File: src/rtl/lsu_pkg.sv
// Shared opcodes, FSM encoding and defaults for the lsu_mem load/store unit.
// Optional LSU_MISALIGN_TRAP_EN build uses is_misaligned() below.
package lsu_pkg;

    localparam int unsigned DEF_TIMEOUT_CYC = 16;

    typedef enum logic [1:0] {
        WR_NONE = 2'b00,
        WR_SW   = 2'b01,
        WR_SH   = 2'b10,
        WR_SB   = 2'b11
    } wr_op_e;

    typedef enum logic [2:0] {
        RD_NONE = 3'b000,
        RD_LW   = 3'b001,
        RD_LH   = 3'b010,
        RD_LHU  = 3'b011,
        RD_LB   = 3'b100,
        RD_LBU  = 3'b101,
        RD_ILL6 = 3'b110,
        RD_ILL7 = 3'b111
    } rd_op_e;

    typedef enum logic [1:0] {
        S_IDLE = 2'b00,
        S_REQ  = 2'b01,
        S_WAIT = 2'b10,
        S_RESP = 2'b11
    } state_e;

    function automatic logic is_misaligned(input wr_op_e wr, input rd_op_e rd,
                                           input logic [1:0] off);
        logic word_op;
        logic half_op;
        word_op = (wr == WR_SW) || (rd == RD_LW);
        half_op = (wr == WR_SH) || (rd == RD_LH) || (rd == RD_LHU);
        return (word_op && (off != 2'b00)) || (half_op && off[0]);
    endfunction

endpackage

File: src/rtl/lsu_ext.sv
// Load-lane extraction: picks the byte/halfword addressed by off out of the
// bus word and sign- or zero-extends it according to the load opcode.
module lsu_ext
    import lsu_pkg::*;
(
    input  rd_op_e      rd_op,
    input  logic [1:0]  off,
    input  logic [31:0] word,
    output logic [31:0] data
);

    logic [7:0]  byte_lane;
    logic [15:0] half_lane;

    always_comb begin
        case (off)
            2'd0:    byte_lane = word[7:0];
            2'd1:    byte_lane = word[15:8];
            2'd2:    byte_lane = word[23:16];
            default: byte_lane = word[31:24];
        endcase

        // Halfword lane follows off[1] only; off[0] is a don't-care here.
        half_lane = off[1] ? word[31:16] : word[15:0];

        case (rd_op)
            RD_LW:   data = word;
            RD_LH:   data = {{16{half_lane[15]}}, half_lane};
            RD_LHU:  data = {16'h0000, half_lane};
            RD_LB:   data = {{24{byte_lane[7]}}, byte_lane};
            RD_LBU:  data = {24'h000000, byte_lane};
            default: data = 32'h0000_0000;
        endcase
    end

endmodule

File: src/rtl/lsu_mem.sv
// Single-outstanding load/store unit bridging a CPU request port to a word bus.
// Define LSU_MISALIGN_TRAP_EN to turn misaligned word/half accesses into errors.
module lsu_mem
    import lsu_pkg::*;
#(
    parameter int unsigned TIMEOUT_CYC = DEF_TIMEOUT_CYC
) (
    input  logic        clk,
    input  logic        rstn,
    input  logic        req_valid,
    output logic        req_ready,
    input  logic [1:0]  mem_write,
    input  logic [2:0]  mem_read,
    input  logic [31:0] addr,
    input  logic [31:0] wdata,
    output logic        rsp_valid,
    output logic [31:0] rdata,
    output logic        rsp_err,
    output logic        bus_req,
    output logic        bus_we,
    output logic [31:0] bus_addr,
    output logic [3:0]  bus_be,
    output logic [31:0] bus_wdata,
    input  logic        bus_gnt,
    input  logic        bus_rvalid,
    input  logic [31:0] bus_rdata
);

    localparam int unsigned CNT_W = $clog2(TIMEOUT_CYC + 1);

    state_e           state_q;
    state_e           state_d;
    wr_op_e           wr_q;
    rd_op_e           rd_q;
    logic [31:0]      addr_q;
    logic [31:0]      wdata_q;
    logic [CNT_W-1:0] cnt_q;
    logic [31:0]      rdata_q;
    logic             err_q;
    logic [31:0]      ext_data;

    wr_op_e wr_in;
    rd_op_e rd_in;
    logic   accept;
    logic   misalign;
    logic   req_bad;
    logic   req_none;
    logic   timeout;
    logic   done;
    logic   done_err;
    logic   done_load;

    assign wr_in  = wr_op_e'(mem_write);
    assign rd_in  = rd_op_e'(mem_read);
    assign accept = req_valid && (state_q == S_IDLE);

`ifdef LSU_MISALIGN_TRAP_EN
    assign misalign = is_misaligned(wr_in, rd_in, addr[1:0]);
`else
    assign misalign = 1'b0;
`endif

    assign req_bad  = ((wr_in != WR_NONE) && (rd_in != RD_NONE)) ||
                      (rd_in == RD_ILL6) || (rd_in == RD_ILL7) || misalign;
    assign req_none = (wr_in == WR_NONE) && (rd_in == RD_NONE);
    assign timeout  = (cnt_q == CNT_W'(TIMEOUT_CYC - 1));

    lsu_ext u_ext (
        .rd_op (rd_q),
        .off   (addr_q[1:0]),
        .word  (bus_rdata),
        .data  (ext_data)
    );

    always_ff @(posedge clk or negedge rstn) begin
        if (!rstn) begin
            state_q <= S_IDLE;
        end else begin
            state_q <= state_d;
        end
    end

    // done marks the cycle that moves into RESP and decides what it reports.
    always_comb begin
        state_d   = state_q;
        done      = 1'b0;
        done_err  = 1'b0;
        done_load = 1'b0;
        case (state_q)
            S_IDLE: begin
                if (req_valid) begin
                    if (req_bad) begin
                        state_d  = S_RESP;
                        done     = 1'b1;
                        done_err = 1'b1;
                    end else if (req_none) begin
                        state_d = S_RESP;
                        done    = 1'b1;
                    end else begin
                        state_d = S_REQ;
                    end
                end
            end
            S_REQ: begin
                if (bus_gnt) begin
                    if (wr_q != WR_NONE) begin
                        state_d = S_RESP;
                        done    = 1'b1;
                    end else begin
                        state_d = S_WAIT;
                    end
                end else if (timeout) begin
                    state_d  = S_RESP;
                    done     = 1'b1;
                    done_err = 1'b1;
                end
            end
            S_WAIT: begin
                if (bus_rvalid) begin
                    state_d   = S_RESP;
                    done      = 1'b1;
                    done_load = 1'b1;
                end else if (timeout) begin
                    state_d  = S_RESP;
                    done     = 1'b1;
                    done_err = 1'b1;
                end
            end
            default: state_d = S_IDLE;
        endcase
    end

    always_comb begin
        req_ready = (state_q == S_IDLE);
        rsp_valid = (state_q == S_RESP);
        bus_req   = (state_q == S_REQ);
        bus_we    = (wr_q != WR_NONE);
        bus_addr  = {addr_q[31:2], 2'b00};
        bus_be    = 4'b1111;
        bus_wdata = wdata_q;
        case (wr_q)
            WR_SH: begin
                bus_be    = addr_q[1] ? 4'b1100 : 4'b0011;
                bus_wdata = {2{wdata_q[15:0]}};
            end
            WR_SB: begin
                bus_be    = 4'b0001 << addr_q[1:0];
                bus_wdata = {4{wdata_q[7:0]}};
            end
            default: ;
        endcase
    end

    always_ff @(posedge clk or negedge rstn) begin
        if (!rstn) begin
            wr_q    <= WR_NONE;
            rd_q    <= RD_NONE;
            addr_q  <= 32'h0000_0000;
            wdata_q <= 32'h0000_0000;
        end else if (accept) begin
            wr_q    <= wr_in;
            rd_q    <= rd_in;
            addr_q  <= addr;
            wdata_q <= wdata;
        end
    end

    // Any state change restarts the count, so REQ and WAIT each get a full budget.
    always_ff @(posedge clk or negedge rstn) begin
        if (!rstn) begin
            cnt_q <= '0;
        end else if (state_d != state_q) begin
            cnt_q <= '0;
        end else if ((state_q == S_REQ) || (state_q == S_WAIT)) begin
            cnt_q <= cnt_q + CNT_W'(1);
        end
    end

    always_ff @(posedge clk or negedge rstn) begin
        if (!rstn) begin
            rdata_q <= 32'h0000_0000;
            err_q   <= 1'b0;
        end else if (done) begin
            rdata_q <= done_load ? ext_data : 32'h0000_0000;
            err_q   <= done_err;
        end
    end

    assign rdata   = rdata_q;
    assign rsp_err = err_q;

endmodule

File: config.mk
export PLATFORM = sky130hd
export DESIGN_NAME = lsu_mem
export DESIGN_NICKNAME = d
export VERILOG_FILES = /design/src/rtl/lsu_pkg.sv /design/src/rtl/lsu_ext.sv /design/src/rtl/lsu_mem.sv
export SDC_FILE = /design/constraint.sdc
export NUM_CORES = 1
export LEC_CHECK = 0
export CORE_MARGIN = 1.5
export CORE_UTILIZATION = 47
export DETAILED_ROUTE_END_ITERATION = 12
export GPL_TIMING_DRIVEN = 0
export HOLD_SLACK_MARGIN = 0.12
export PLACE_DENSITY = 0.82
export SLEW_MARGIN = 10
export SYNTH_ARGS = -nofsm -noshare
export SYNTH_HDL_FRONTEND = slang
export SYNTH_HIERARCHICAL = 1
export SYNTH_SLANG_ARGS = --single-unit
File: constraint.sdc
create_clock -name clk -period 2.4 [get_ports clk]
set_input_delay 0.48 -clock clk [delete_from_list [all_inputs] [get_ports clk]]
set_output_delay 0.48 -clock clk [all_outputs]
set_load 0.1 [all_outputs]
==> reports/qor.yml <==
worstSetupPathType: "reg -> out"
slew_violations: 0
cp_num_buf_inv: 1
fin_crit_sh_pct: 98.0
syn_inst: 537
ios: 211
syn-cell-area_sq_mm: 0.00632
worstMarginPinSlew_ns: 1.00
synth_top_cell_area_share_pct: 43.2
worstPathRequired_ns: 1.92
grt_start_max_net_pins: 77
grtUsageTotal_pct: 26.3
portBuffers: 208
fin_worst_hold_slack_ns: 0.509
outcome: "finished, final reports clean"
cp-end-kind: "primary output"
antenna_left: 0
num-fill-cells: 1020
hold_depth: 1
syn2layout_area_growth_pct: 40.9
drt_wl_total_mm: 18.2
wl_met2_mm: 8.89
wl_per_cell_um: 19.2
cts_buffers: 9
overflow: 0
ys_ff_latch: 109
fmax_mhz: 425
die_area_sq_mm: 0.0141
wl_met3_mm: 1.58
synth.largest_area_cell: "dfrtp_1"
viasPerCell: 5.44
synth_ff_type: "dfrtp_1"
grt_pass1_wl_mm: 28.8
fin_skew_ns: 0.00747
rows: 42
core_area_sq_mm: 0.0132
path_delay_family: "buffers and inverters"
synth_cell_types: 51
drive_above_1_share_pct: 35.3
drv_cap: 0
drc: 0
critical_path_depth: 1
dpl.cell_count: 923
async_reset_ff_share_pct: 100
synth_edf_count: 0
antenna_found_initial: 1
fin_nets: 875
synth.area.top_cells: "dfrtp_1 43%, mux2_2 17%, mux2_4 6.9%"
path_cells: "clkdlybuf4s50_1"
wl_met1_mm: 7.20
cpMaxStageDelayCell: "clkdlybuf4s50_1"
rsz0062_at_grt: "false"
dpl_cell_area_sq_mm: 0.00872
start_kind: "flip-flop"
max_stage_delay_ns: 1.15
clock_latency_ns: 0.36
setup_violations: 0
min_period_ns: 2.35
fin_cells: 944
clock_sinks: 109
start_util_pct: 47.9
yosysSeqAreaShare_pct: 43.2
final_area_sq_mm: 0.00890
reg2reg_depth: 8
grt_pass1_vias: 5464
synthTopCellsByCount: "109 x dfrtp_1, 93 x mux2_2, 41 x buf_4, 33 x and3_1, 29 x mux2_4"
avgSynthCellArea_sq_um: 11.8
dieWidth_um: 119
dieHeight_um: 119
yosys_warnings: 6
cts_tree: "yes"
top_layer: "met4"
maxSlewHeadroom_pct: 33.0
yosysMostFrequentCell: "dfrtp_1"
post-dp-hpwl_mm: 13.8
arrival_ns: 1.87
drtIter0Drc: 314
setup_tns_ns: 0
min-delay-path-class: "reg -> reg"
crit_path_max_fanout: 2
gp_congestion: 0.897
clockRootBuffer: "clkbuf_16"
drtPass1Iterations: 5
clk_pin_slew_ns: 0.07
vias: 5133
h-tree-depth: 3
cts_buffer_depth: 2
finalHoldViolations: 0
cell type report:
| type | count | area (sq um) | share of cell area, % |
|---|---|---|---|
| Clock inverter | 6 | 40.0 | 0.450 |
| Multi-Input combinational cell | 346 | 3160 | 35.6 |
| Clock buffer | 10 | 229 | 2.57 |
| Buffer | 75 | 494 | 5.55 |
| Timing Repair Buffer | 213 | 1990 | 22.4 |
| Sequential cell | 109 | 2730 | 30.7 |
| Antenna cell | 1 | 2.50 | 0.0281 |
| Tap cell | 176 | 220 | 2.47 |
| Inverter | 8 | 30.0 | 0.337 |
final timing paths:
check                            start          end  slack, ns
hold / removal             wdata_q[23]  wdata_q[23]       0.51
max in group asynchronous         rstn     cnt_q[3]       1.12
hold reg to reg            wdata_q[23]  wdata_q[23]       0.51
setup reg to reg            state_q[0]    rdata[10]       0.11
setup / recovery              rdata[8]     rdata[8]       0.05
min in group asynchronous         rstn     rdata[2]       0.59
metal layers:
metal	vias up	global-route usage, %
li1	2356	-
met1	2508	32.2
met2	231	43.5
met3	38	8.43
met4	0	10.2
met5	-	0
state kept, by name, indices dropped and copies added (netlist names):
| name | flops |
|---|---|
| rd_q | 3 |
| wdata_q | 32 |
| rdata | 32 |
| rsp_err | 1 |
| wr_q | 2 |
| state_q | 2 |
| cnt_q | 5 |
| addr_q | 32 |
timing repair:
item | 4_1_cts | 5_1_grt
pin swaps | 0 | 1
hold buffers | 1 | 0
hold endpoints to repair | 33 | 0
buffers inserted | 0 | 3
setup endpoints to repair | 99 | 53
gates cloned | 0 | 0
gates resized for setup | 189 | 28
cell usage in the layout, fill, tap and decap left out, types with 3 or more instances in the layout:
master,count
clkinvlp_4,4
a211o_1,17
o21ai_0,21
dfrtp_1,108
buf_4,54
buf_2,27
nand2_1,17
ha_1,4
nor2_1,14
clkdlybuf4s50_1,136
and2_1,4
o21ai_1,3
mux4_2,7
a21oi_2,8
clkbuf_4,4
nor3_1,7
buf_6,4
nor2b_1,4
clkbuf_1,14
clkdlybuf4s15_2,3
inv_1,7
mux2_2,93
a21oi_1,19
clkbuf_16,9
mux2_4,29
dlygate4sd2_1,39
o21ai_2,3
and3_1,33
a22oi_1,7
clkbuf_2,3
mux2i_1,14
cell families (layout without fill, tap and decap cells):
family,Yosys count,count (layout),synth area share (%)
AND/OR/NAND/NOR,97,97,8.93
AO/OA/AOI/OAI,94,94,9.75
XOR/XNOR,3,3,0.416
flip-flops,109,109,43.2
buffers and inverters,83,312,8.08
other,1,3,0.0594
multiplexers,143,143,28.2
adder cells (fa/ha/maj),7,7,1.39
metrics by stage:
stage / util [%] / setup slack, ns
after floorplan: - / -0.307
after global placement: 65.9 / -3.33
after detailed placement: 66.1 / -0.776
after CTS: 67.4 / 0.00259
after global routing: 67.5 / 0.00112
final: 67.5 / 0.0486
Power is not shown: default switching activity piles up to over one toggle a cycle in this logic, so the estimate is an artifact.
